### src/rtl/traffic_pkg.sv
// Shared encodings for the intersection controller and its safety monitor:
// light codes, direction indices, violation codes and the tracker state.
package traffic_pkg;

    localparam logic [1:0] LT_RED = 2'b00;
    localparam logic [1:0] LT_YEL = 2'b01;
    localparam logic [1:0] LT_GRN = 2'b10;
    localparam logic [1:0] LT_BAD = 2'b11;

    localparam logic [1:0] DIR_N = 2'd0;
    localparam logic [1:0] DIR_E = 2'd1;
    localparam logic [1:0] DIR_S = 2'd2;
    localparam logic [1:0] DIR_W = 2'd3;
    localparam int         NUM_DIR = 4;

    localparam logic [2:0] ERR_NONE        = 3'd0;
    localparam logic [2:0] ERR_ILLEGAL     = 3'd1;
    localparam logic [2:0] ERR_CONFLICT    = 3'd2;
    localparam logic [2:0] ERR_BAD_TRANS   = 3'd3;
    localparam logic [2:0] ERR_ORDER       = 3'd4;
    localparam logic [2:0] ERR_GREEN_SHORT = 3'd5;
    localparam logic [2:0] ERR_GREEN_LONG  = 3'd6;
    localparam logic [2:0] ERR_YELLOW_LEN  = 3'd7;

    typedef enum logic [1:0] {
        TRK_ALLRED = 2'd0,
        TRK_GREEN  = 2'd1,
        TRK_YELLOW = 2'd2
    } trk_state_e;

    // Bit i of v set means violation code i was raised; the lowest wins.
    function automatic logic [2:0] lowest_code(input logic [7:0] v);
        logic [2:0] c;
        c = ERR_NONE;
        for (int i = 7; i >= 1; i--) begin
            if (v[i]) c = 3'(i);
        end
        return c;
    endfunction

endpackage

### src/rtl/light_trans_chk.sv
// Per-direction colour history: remembers last sampled colour and decodes
// the transition seen this cycle. Moves into or out of 11 are never "bad_trans".
module light_trans_chk
    import traffic_pkg::*;
(
    input  logic       clk,
    input  logic       rst,
    input  logic [1:0] light,
    output logic       is_bad,
    output logic       is_r2g,
    output logic       is_g2y,
    output logic       is_y2r,
    output logic       is_bad_trans
);

    logic [1:0] prev_q, prev_d;

    always_comb prev_d = light;

    always_ff @(posedge clk or negedge rst) begin
        if (!rst) prev_q <= LT_RED;
        else      prev_q <= prev_d;
    end

    always_comb begin
        is_bad       = (light == LT_BAD);
        is_r2g       = (prev_q == LT_RED) && (light == LT_GRN);
        is_g2y       = (prev_q == LT_GRN) && (light == LT_YEL);
        is_y2r       = (prev_q == LT_YEL) && (light == LT_RED);
        is_bad_trans = ((prev_q == LT_RED) && (light == LT_YEL)) ||
                       ((prev_q == LT_GRN) && (light == LT_RED)) ||
                       ((prev_q == LT_YEL) && (light == LT_GRN));
    end

endmodule

### src/rtl/traffic_light_monitor.sv
// Passive safety watchdog for the 4-way light controller: tracks the active
// phase, checks codes, exclusion, sequencing, rotation order and phase timing.
module traffic_light_monitor
    import traffic_pkg::*;
#(
    parameter int YELLOW_CYC = 2,
    parameter int MIN_GREEN  = 3,
    parameter int MAX_GREEN  = 16,
    parameter int TIMER_W    = 8
) (
    input  logic       clk,
    input  logic       rst,
    input  logic       clr,
    input  logic [1:0] North_light,
    input  logic [1:0] East_light,
    input  logic [1:0] South_light,
    input  logic [1:0] West_light,
    output logic       err_pulse,
    output logic       err_flag,
    output logic [2:0] err_code,
    output logic [7:0] err_cnt,
    output logic [1:0] active_dir,
    output logic       active_vld,
    output logic [7:0] rot_cnt
);

    localparam logic [TIMER_W-1:0] TMR_MAX    = {TIMER_W{1'b1}};
    localparam logic [TIMER_W-1:0] GRN_MIN_T  = TIMER_W'(MIN_GREEN - 1);
    localparam logic [TIMER_W-1:0] GRN_LONG_T = TIMER_W'(MAX_GREEN - 1);
    localparam logic [TIMER_W-1:0] YEL_T      = TIMER_W'(YELLOW_CYC - 1);

    logic [NUM_DIR-1:0][1:0] lights;
    logic [NUM_DIR-1:0]      bad, r2g, g2y, y2r, btr, nonred;

    assign lights = {West_light, South_light, East_light, North_light};

    for (genvar g = 0; g < NUM_DIR; g++) begin : g_dir
        light_trans_chk u_chk (
            .clk          (clk),
            .rst          (rst),
            .light        (lights[g]),
            .is_bad       (bad[g]),
            .is_r2g       (r2g[g]),
            .is_g2y       (g2y[g]),
            .is_y2r       (y2r[g]),
            .is_bad_trans (btr[g])
        );
        assign nonred[g] = (lights[g] != LT_RED);
    end

    // Lowest-index non-red direction is the one the tracker latches onto.
    logic [1:0] sel;
    logic       sel_vld;
    always_comb begin
        sel     = DIR_N;
        sel_vld = 1'b0;
        for (int i = NUM_DIR - 1; i >= 0; i--) begin
            if (nonred[i]) begin
                sel     = 2'(i);
                sel_vld = 1'b1;
            end
        end
    end

    trk_state_e         state_q, state_d;
    logic [1:0]         dir_q, dir_d;
    logic [TIMER_W-1:0] timer_q, timer_d;
    logic               green_entry;
    logic [1:0]         cur;

    always_ff @(posedge clk or negedge rst) begin
        if (!rst) begin
            state_q <= TRK_ALLRED;
            dir_q   <= DIR_N;
            timer_q <= '0;
        end else begin
            state_q <= state_d;
            dir_q   <= dir_d;
            timer_q <= timer_d;
        end
    end

    // Beyond the legal arcs, a tracked light that drops straight to red (or
    // jumps back to green) resyncs the tracker so timing checks stay sane.
    always_comb begin
        state_d     = state_q;
        dir_d       = dir_q;
        green_entry = 1'b0;
        cur         = lights[dir_q];
        case (state_q)
            TRK_ALLRED: if (sel_vld && r2g[sel]) begin
                state_d     = TRK_GREEN;
                dir_d       = sel;
                green_entry = 1'b1;
            end
            TRK_GREEN: begin
                if (cur == LT_YEL)      state_d = TRK_YELLOW;
                else if (cur == LT_RED) state_d = TRK_ALLRED;
            end
            TRK_YELLOW: begin
                if (cur == LT_RED)      state_d = TRK_ALLRED;
                else if (cur == LT_GRN) state_d = TRK_GREEN;
            end
            default: state_d = TRK_ALLRED;
        endcase
        if (state_d != state_q)     timer_d = '0;
        else if (timer_q == TMR_MAX) timer_d = timer_q;
        else                        timer_d = timer_q + 1'b1;
    end

    always_comb begin
        active_vld = (state_q != TRK_ALLRED);
        active_dir = active_vld ? dir_q : DIR_N;
    end

    logic       order_armed_q, order_armed_d;
    logic [1:0] exp_dir_q, exp_dir_d;
    logic       ord_ok_q, ord_ok_d;
    logic [7:0] err_v;
    logic       any_err;

    // Timer holds (samples in phase - 1), so lengths compare against N-1.
    always_comb begin
        err_v                  = '0;
        err_v[ERR_ILLEGAL]     = |bad;
        err_v[ERR_CONFLICT]    = (nonred & (nonred - 4'd1)) != '0;
        err_v[ERR_BAD_TRANS]   = |btr;
        err_v[ERR_ORDER]       = green_entry && order_armed_q && (dir_d != exp_dir_q);
        err_v[ERR_GREEN_SHORT] = (state_q == TRK_GREEN) && g2y[dir_q] && (timer_q < GRN_MIN_T);
        err_v[ERR_GREEN_LONG]  = (state_q == TRK_GREEN) && (cur == LT_GRN) && (timer_q == GRN_LONG_T);
        err_v[ERR_YELLOW_LEN]  = (state_q == TRK_YELLOW) && y2r[dir_q] && (timer_q != YEL_T);
        any_err                = |err_v;
    end

    logic       err_pulse_q, err_pulse_d;
    logic       err_flag_q, err_flag_d;
    logic [2:0] err_code_q, err_code_d;
    logic [7:0] err_cnt_q, err_cnt_d;
    logic [7:0] rot_cnt_q, rot_cnt_d;

    always_comb begin
        err_pulse_d   = any_err;
        err_flag_d    = err_flag_q | any_err;
        err_code_d    = (any_err && !err_flag_q) ? lowest_code(err_v) : err_code_q;
        err_cnt_d     = (any_err && err_cnt_q != 8'hFF) ? err_cnt_q + 8'd1 : err_cnt_q;
        order_armed_d = order_armed_q;
        exp_dir_d     = exp_dir_q;
        ord_ok_d      = ord_ok_q;
        if (green_entry) begin
            order_armed_d = 1'b1;
            exp_dir_d     = dir_d + 2'd1;
            if (dir_d == DIR_N)          ord_ok_d = !err_v[ERR_ORDER];
            else if (err_v[ERR_ORDER])   ord_ok_d = 1'b0;
        end
        rot_cnt_d = (y2r[DIR_W] && order_armed_q && ord_ok_q) ? rot_cnt_q + 8'd1 : rot_cnt_q;
        if (clr) begin
            err_flag_d    = 1'b0;
            err_code_d    = ERR_NONE;
            err_cnt_d     = '0;
            order_armed_d = 1'b0;
        end
    end

    always_ff @(posedge clk or negedge rst) begin
        if (!rst) begin
            err_pulse_q   <= 1'b0;
            err_flag_q    <= 1'b0;
            err_code_q    <= ERR_NONE;
            err_cnt_q     <= '0;
            rot_cnt_q     <= '0;
            order_armed_q <= 1'b0;
            exp_dir_q     <= DIR_N;
            ord_ok_q      <= 1'b0;
        end else begin
            err_pulse_q   <= err_pulse_d;
            err_flag_q    <= err_flag_d;
            err_code_q    <= err_code_d;
            err_cnt_q     <= err_cnt_d;
            rot_cnt_q     <= rot_cnt_d;
            order_armed_q <= order_armed_d;
            exp_dir_q     <= exp_dir_d;
            ord_ok_q      <= ord_ok_d;
        end
    end

    assign err_pulse = err_pulse_q;
    assign err_flag  = err_flag_q;
    assign err_code  = err_code_q;
    assign err_cnt   = err_cnt_q;
    assign rot_cnt   = rot_cnt_q;

endmodule

### config.mk
export PLATFORM = sky130hd
export DESIGN_NAME = traffic_light_monitor
export DESIGN_NICKNAME = d
export VERILOG_FILES = /design/src/rtl/traffic_pkg.sv /design/src/rtl/light_trans_chk.sv /design/src/rtl/traffic_light_monitor.sv
export SDC_FILE = /design/constraint.sdc
export NUM_CORES = 1
export LEC_CHECK = 0
export ABC_AREA = 1
export CAP_MARGIN = 10
export CORE_MARGIN = 2
export CORE_UTILIZATION = 50
export CTS_BUF_LIST = sky130_fd_sc_hd__clkbuf_2
export CTS_CLUSTER_DIAMETER = 30
export DETAILED_ROUTE_END_ITERATION = 10
export PLACE_DENSITY_LB_ADDON = 0.12
export SYNTH_ARGS = -nofsm -noshare
export SYNTH_HDL_FRONTEND = slang
export SYNTH_SLANG_ARGS = --single-unit
### constraint.sdc
create_clock -name clk -period 1.8 [get_ports clk]
set_input_delay 0.36 -clock clk [delete_from_list [all_inputs] [get_ports clk]]
set_output_delay 0.36 -clock clk [all_outputs]
set_load 0.03 [all_outputs]
==> results.ini, run 1 <==
[worst_setup_path]
cp_cell_sequence=buf_4 > buf_4 > nand3_1 > nand3_1 > nand4_1 > nand2_1 > inv_1 > nand2_2 > nor2_4 > nand2_8 > nand2_8 > nand3_1 > nand2_1
rr_worst_depth=13
worst_setup_path_start_kind=register
critPathKind=reg2reg
r2r-end=err_cnt[7]$_DFFE_PN0P_
critPathRequiredTime_ns=2.17
path_buf_inv=3
cp_top_family=simple AND/OR/NAND/NOR gates
rr_startpoint=dir_q[0]$_DFF_PN0_
endpoint_kind=register
arrival_ns=2.38
critPathMaxFanout=8
rrSetupSlack_ns=-0.20
cp_slowest_cell=dfrtp_2
crit_top_cell=nand3_1
max_stage_delay_ns=0.52
startpoint=dir_q[0]$_DFF_PN0_

[global_routing]
antenna_found_initial=0
track_usage=0.230
first_global_vias=2519
overflow=0
grt_max_degree=27
grt_first_pass_wirelength_um=11100

[synthesis]
yosysTopAreaCell=dfrtp_1
yosys_warnings=0
syn_inst=346
yosysSeqAreaShare=0.416
syn_area_um2=2710
synthTopCellsByArea=dfrtp_1 42%, nand2_1 7.6%, nand4_1 7.4%
synth-seq-cells=45
syn_area_per_cell_um2=7.83
synth_top_cell_area_share=0.416
ys_types=33
syn_nets=362

[clock_tree]
cts_root_buffer=clkbuf_2
clk_latency_ns=0.42
clkTransAtPathRegs_ns=0.24
clkSinkCount=45
cts_tree=done
clock_path_buffers=2
h-tree-depth=2
cts_made_buffers=5

[routing]
viasPerCell=5.23
vias=2644
first_iter_violations=106
wl_per_cell_um=13.3
ant_nets=0
firstDrtPassIters=4
drc_errors=0
finalWirelength_um=6720

[hold_path]
hold-path-endpoint=g_dir[2].u_chk.prev_q[1]$_DFF_PN0_
min-delay-start=South_light[1]
hold_path.class=in2reg
whs_path_depth=1

[job]
drv_cap=0

[sta]
max_clock_freq_mhz=499
relSlewSlack=0.678
hold_violations=0
finalSetupViolations=22
skew_ns=0.0246
rsz0062_at_grt=true
fin_setup_tns_ns=-3.00
setup_ws_ns=-0.204
min_period_ns=2.00
maxSlewViolCount=0
worst_slew_pin_slew_ns=0.483
fin_crit_sh=1.11

[finish]
area_growth_syn_to_layout_pct=40.3
nets=452
nFillCells=408
final_cells=506
antenna_cells=0
postLayoutCoreUtil=0.735
drive_above_1_share=0.335

[die]
core_area_um2=5170
dieArea_um2=6020
die_y_um=77.6
start_util=0.524
die_x_um=77.6
rows=26
ios=35

[status]
outcome=finished with violations
failed_checks=setup timing

[power]
cellPowerDensity_nw_per_um2=948
p_leak_nw=1.91
ir_drop_v=0.000768

[place]
io_buffers=34
numPlacedInstances=489
place_congestion=0.953
detailed_place_hpwl_um=4710

-- layout by cell type, fill, tap and decap left out, types with 2 or more instances in the layout --
cell type,synthesis,routed
nand3_1,36,27
o21ai_2,0,4
o21ai_1,1,4
a211oi_2,0,2
nor3_1,4,4
inv_2,4,12
nand3_2,2,11
a21oi_4,0,2
nor2_2,1,7
ha_1,5,4
buf_4,0,46
xor2_1,9,8
nand4_1,32,32
xnor2_1,6,6
inv_1,53,43
a21oi_2,1,4
dfrtp_2,0,2
nand2_2,11,18
buf_12,0,2
dlygate4sd2_1,0,29
a21oi_1,10,5
clkbuf_2,0,5
buf_6,0,5
buf_2,3,2
nor2_1,38,28
nand2_8,1,3
nand2_4,2,3
dfrtp_1,45,43
nor2_4,4,8
o21ai_0,11,4
nand2_1,55,46
-- through the flow --
step | hold slack [ns] | area [µm²] | setup slack [ns] | power, mW
after floorplan | 0.0644 | 2710 | 0.00357 | 2.10
after global placement | 0.351 | 3450 | -0.735 | 2.70
after detailed placement | 0.345 | 3450 | -0.787 | 2.72
after CTS | 0.218 | 3690 | -0.144 | 3.42
after global routing | 0.202 | 3800 | -0.309 | 3.84
final | 0.234 | 3800 | -0.204 | 3.61
-- cells in the mapped netlist --
| cell type | instances |
|---|---|
| a211oi_1 | 2 |
| a21boi_1 | 1 |
| a21oi_1 | 10 |
| a21oi_2 | 1 |
| a22oi_1 | 1 |
| and3_1 | 1 |
| buf_2 | 3 |
| buf_8 | 1 |
| dfrtp_1 | 45 |
| ha_1 | 5 |
| inv_1 | 53 |
| inv_2 | 4 |
| mux2_2 | 1 |
| nand2_1 | 55 |
| nand2_2 | 11 |
| nand2_4 | 2 |
| nand2_8 | 1 |
| nand3_1 | 36 |
| nand3_2 | 2 |
| nand3_4 | 1 |
| nand3b_1 | 1 |
| nand4_1 | 32 |
| nor2_1 | 38 |
| nor2_2 | 1 |
| nor2_4 | 4 |
| nor3_1 | 4 |
| o2111ai_1 | 1 |
| o21a_1 | 1 |
| o21ai_0 | 11 |
| o21ai_1 | 1 |
| or3_1 | 1 |
| xnor2_1 | 6 |
| xor2_1 | 9 |
-- sequential cells by signal, indices dropped and copies added (netlist names) --
register	cells
err_cnt	8
g_dir.u_chk.prev_q	8
rot_cnt	8
timer_q	8
err_code	3
dir_q	2
exp_dir_q	2
state_q	2
err_flag	1
err_pulse	1
ord_ok_q	1
order_armed_q	1
-- area by class of cell --
| class | instances | area (µm²) | share of cell area |
|---|---|---|---|
| timing repair buffer | 86 | 726 | 0.191 |
| tap | 70 | 87.6 | 0.0230 |
| clock buffer | 5 | 25.0 | 0.00658 |
| sequential | 45 | 1130 | 0.297 |
| inverter | 57 | 220 | 0.0579 |
| clock inverter | 2 | 35.0 | 0.00922 |
| multi-input combinational | 241 | 1580 | 0.415 |
-- worst register-to-register path, stage by stage, from the launching register on --
cell     delay (ns)
dfrtp_2        0.52
buf_4          0.16
buf_4          0.14
nand3_1        0.09
nand3_1        0.10
nand4_1        0.12
nand2_1        0.08
inv_1          0.08
nand2_2        0.07
nor2_4         0.23
nand2_8        0.11
nand2_8        0.10
nand3_1        0.08
nand2_1        0.06
-- per-layer routing --
layer	GRT usage	up-vias	wire, µm
met5	0	-	0
met2	0.387	66	3350
met1	0.295	1244	3000
met4	0.0821	0	119
met3	0.0442	11	242
li1	-	1323	-
-- kinds of logic (layout without fill, tap and decap cells) --
family / Yosys count / in the layout / share of synthesized area
and+or+nand+nor: 190 / 191 / 0.358
DFF: 45 / 45 / 0.416
buffers and inverters: 61 / 150 / 0.0900
AOI/OAI and AO/OA: 29 / 29 / 0.0609
adders and majority gates: 5 / 5 / 0.0231
xor gates and xnor gates: 15 / 15 / 0.0485
muxes: 1 / 1 / 0.00415
-- repair_timing --
item                                   CTS  global route
buffers inserted                         6             2
gates resized for setup                 85            34
hold buffers                             1             0
setup endpoints to repair               47            25
cloned                                   1             0
pin swaps                               18            16
endpoints found under the hold margin   19             0
-- how the worst max path moves through the flow --
stage,end,slack [ns],cells after the start
global route,err_cnt[2]$_DFFE_PN0P_,-0.31,14
detailed placement,err_cnt[6]$_DFFE_PN0P_,-0.79,17
floorplan,err_cnt[2]$_DFFE_PN0P_,0.004,13
CTS,err_cnt[7]$_DFFE_PN0P_,-0.14,12
global placement,err_cnt[0]$_DFFE_PN0P_,-0.73,17
finish,err_cnt[7]$_DFFE_PN0P_,-0.20,13
-- power breakdown --
group	internal (mW)	switching, mW
clock network	0.226	0.330
logic	0.729	1.02
registers	1.15	0.150
Power figures use the tool's default switching activity.
==> inputs of run 2 (changes only) <==
CORE_MARGIN = 5   (was 2)
==> results.ini, run 2 (synthesized netlist as in run 1, its figures left out) <==
[routing]
wl_per_cell_um=13.2  ; -0.36%
finalWirelength_um=6860  ; +2.2%
vias=2663  ; +0.72%
first_iter_violations=129  ; +22%
viasPerCell=5.13  ; -1.8%
firstDrtPassIters=4  ; unchanged
ant_nets=0  ; unchanged
drc_errors=0  ; unchanged

[worst_setup_path]
startpoint=g_dir[2].u_chk.prev_q[0]$_DFF_PN0_
critPathKind=reg2reg
critPathMaxFanout=7  ; -1
endpoint_kind=register
worst_setup_path_start_kind=register
critPathRequiredTime_ns=2.14  ; -0.03 ns
endpoint=err_code[1]$_DFFE_PN0P_
arrival_ns=2.34  ; -0.04 ns
rr_worst_depth=11  ; -2
rr_startpoint=g_dir[2].u_chk.prev_q[0]$_DFF_PN0_
rrSetupSlack_ns=-0.21  ; about the same
r2r-end=err_code[1]$_DFFE_PN0P_

[finish]
final_common_cell=buf_4
drive_above_1_share=0.370  ; +0.0348
fin_area_um2=3970  ; +4.5%
layout_common_cells=53 x buf_4, 46 x nand2_1, 43 x dfrtp_1
nFillCells=368  ; -9.8%
nets=465  ; +2.9%
antenna_cells=0  ; unchanged
area_growth_syn_to_layout_pct=46.6

[power]
ir_drop_v=0.000693  ; -9.8%
p_total_mw=3.80  ; +5.3%
cellPowerDensity_nw_per_um2=956  ; +0.77%
pwr-share-comb=0.513  ; +0.028
switching_power_mw=1.53  ; +2.2%
intPower_mw=2.26  ; +7.6%
p_sw_frac=0.404  ; -0.0123
p_seq_frac=0.343  ; -0.018
clkPwrFrac=0.144  ; -0.010
p_leak_nw=2.00  ; +4.7%

[sta]
skew_ns=0.0251  ; +0.000548 ns
maxSlewViolCount=0  ; unchanged
setup_ws_ns=-0.208  ; -0.00326 ns
hold_slack_ns=0.234  ; +0.000443 ns
fin_crit_sh=1.12  ; +0.00181
rsz0062_at_grt=true
hold_violations=0  ; unchanged
worst_slew_pin_slew_ns=0.526  ; +0.0430 ns
min_period_ns=2.01  ; +0.00326 ns
max_clock_freq_mhz=498  ; -0.16%
finalSetupViolations=22  ; unchanged
relSlewSlack=0.649  ; -0.0286

[global_routing]
grt_max_degree=26  ; -3.7%
overflow=0  ; unchanged
track_usage=0.201  ; -0.0286
antenna_found_initial=0  ; unchanged
grt_first_pass_wirelength_um=11700  ; +5.0%
first_global_vias=2626  ; +4.2%

[place]
detailed_place_hpwl_um=4720  ; +0.21%
io_buffers=34  ; unchanged
postPlaceCellArea_um2=3460  ; +0.36%
place_congestion=0.852  ; -11%

[clock_tree]
cts_made_buffers=5  ; unchanged
clkTransAtPathRegs_ns=0.23  ; about the same
cts_tree=done
h-tree-depth=2  ; unchanged
clk_latency_ns=0.42  ; about the same
clkSinkCount=45  ; unchanged
cts_root_buffer=clkbuf_2
clock_path_buffers=2  ; unchanged

[die]
dieArea_um2=6990  ; +16%
die_y_um=83.6  ; +7.7%
ios=35  ; unchanged
core_area_um2=5170  ; unchanged
start_util=0.524  ; unchanged
rows=26  ; unchanged
die_x_um=83.6  ; +7.7%

[status]
failed_checks=setup timing
outcome=finished with violations

[job]
drv_cap=0  ; unchanged

[hold_path]
hold_path.class=in2reg

-- run 2: cell types whose count changed in the layout (fill, tap and decap cells not counted), moves of 2 or more --
cell / delta
buf_4: +7
buf_6: +5
inv_2: +4
nand3_1: -4
nand3_2: +4
nor2_1: -3
o21ai_2: -3
a21oi_2: +2
buf_12: +2
inv_1: -2
nor2_4: +2
o21ai_1: +2
-- run 2: layer usage --
metal | GRT usage | vias up | wire (µm)
li1 | - | 1347 | -
met1 | 0.258 | 1241 | 3080
met2 | 0.347 | 66 | 3400
met3 | 0.0415 | 9 | 303
met4 | 0.0512 | 0 | 83
met5 | 0 | - | 0
-- run 2: cell type report --
type | instances | area, µm² | area share
Multi-Input combinational cell | 241 | 1620 | 0.407
Sequential cell | 45 | 1130 | 0.284
Timing Repair Buffer | 99 | 866 | 0.218
Inverter | 57 | 214 | 0.0538
Tap cell | 70 | 87.6 | 0.0220
Clock inverter | 2 | 35.0 | 0.00882
Clock buffer | 5 | 25.0 | 0.00630
-- run 2: power groups by stage --
stage                     sequential (mW)  combinational (mW)  clock [mW]
after floorplan                      1.32               0.784           0
after CTS                            1.29                1.71       0.564
after global routing                 1.33                2.13       0.612
final                                1.30                1.95       0.547
after detailed placement             1.30                1.43           0
after global placement               1.30                1.41           0
-- run 2: stage by stage --
step / TNS [ns] / cells / setup slack, ns / util
5_1_grt: -5.31 / 519 / -0.283 / 0.768
3_5_place_dp: -17.47 / 489 / -0.765 / 0.669
6_report: -2.90 / 519 / -0.208 / 0.768
2_1_floorplan: 0 / 346 / 0.00357 / -
3_3_place_gp: -15.78 / 489 / -0.705 / 0.669
4_1_cts: -1.93 / 513 / -0.176 / 0.734
-- run 2: worst max-delay path, cell delays in order, from the launching register on --
cell     delay [ns]
dfrtp_1        0.44
buf_4          0.15
nand4_1        0.09
nand4_1        0.09
or3_4          0.42
nor2_4         0.11
nand2_2        0.07
nor2_4         0.18
buf_6          0.15
nand2_8        0.06
nand4_1        0.09
nand2_1        0.07
-- run 2: how the worst min path moves through the flow --
stage	slack, ns	from	to	depth (start not counted)
after floorplan	0.06	rst	dir_q[0]$_DFF_PN0_	0
after global placement	0.36	rst	rot_cnt[3]$_DFFE_PN0P_	1
after detailed placement	0.36	rst	rot_cnt[3]$_DFFE_PN0P_	1
after CTS	0.21	South_light[1]	g_dir[2].u_chk.prev_q[1]$_DFF_PN0_	1
after global routing	0.18	South_light[1]	g_dir[2].u_chk.prev_q[1]$_DFF_PN0_	1
final	0.23	South_light[1]	g_dir[2].u_chk.prev_q[1]$_DFF_PN0_	1
-- run 2: what timing repair did --
item	CTS	global route
hold endpoints to repair	20	0
resized for setup	93	42
buffers inserted	15	6
hold buffers	1	0
pin swaps	21	28
gates cloned	1	0
endpoints found under the setup margin	47	27
==> inputs of run 3 (changes only) <==
SLEW_MARGIN = 20   (was unset)
==> results of run 3 <==
No change in the layout: final DEF, timing and power equal those of run 2.
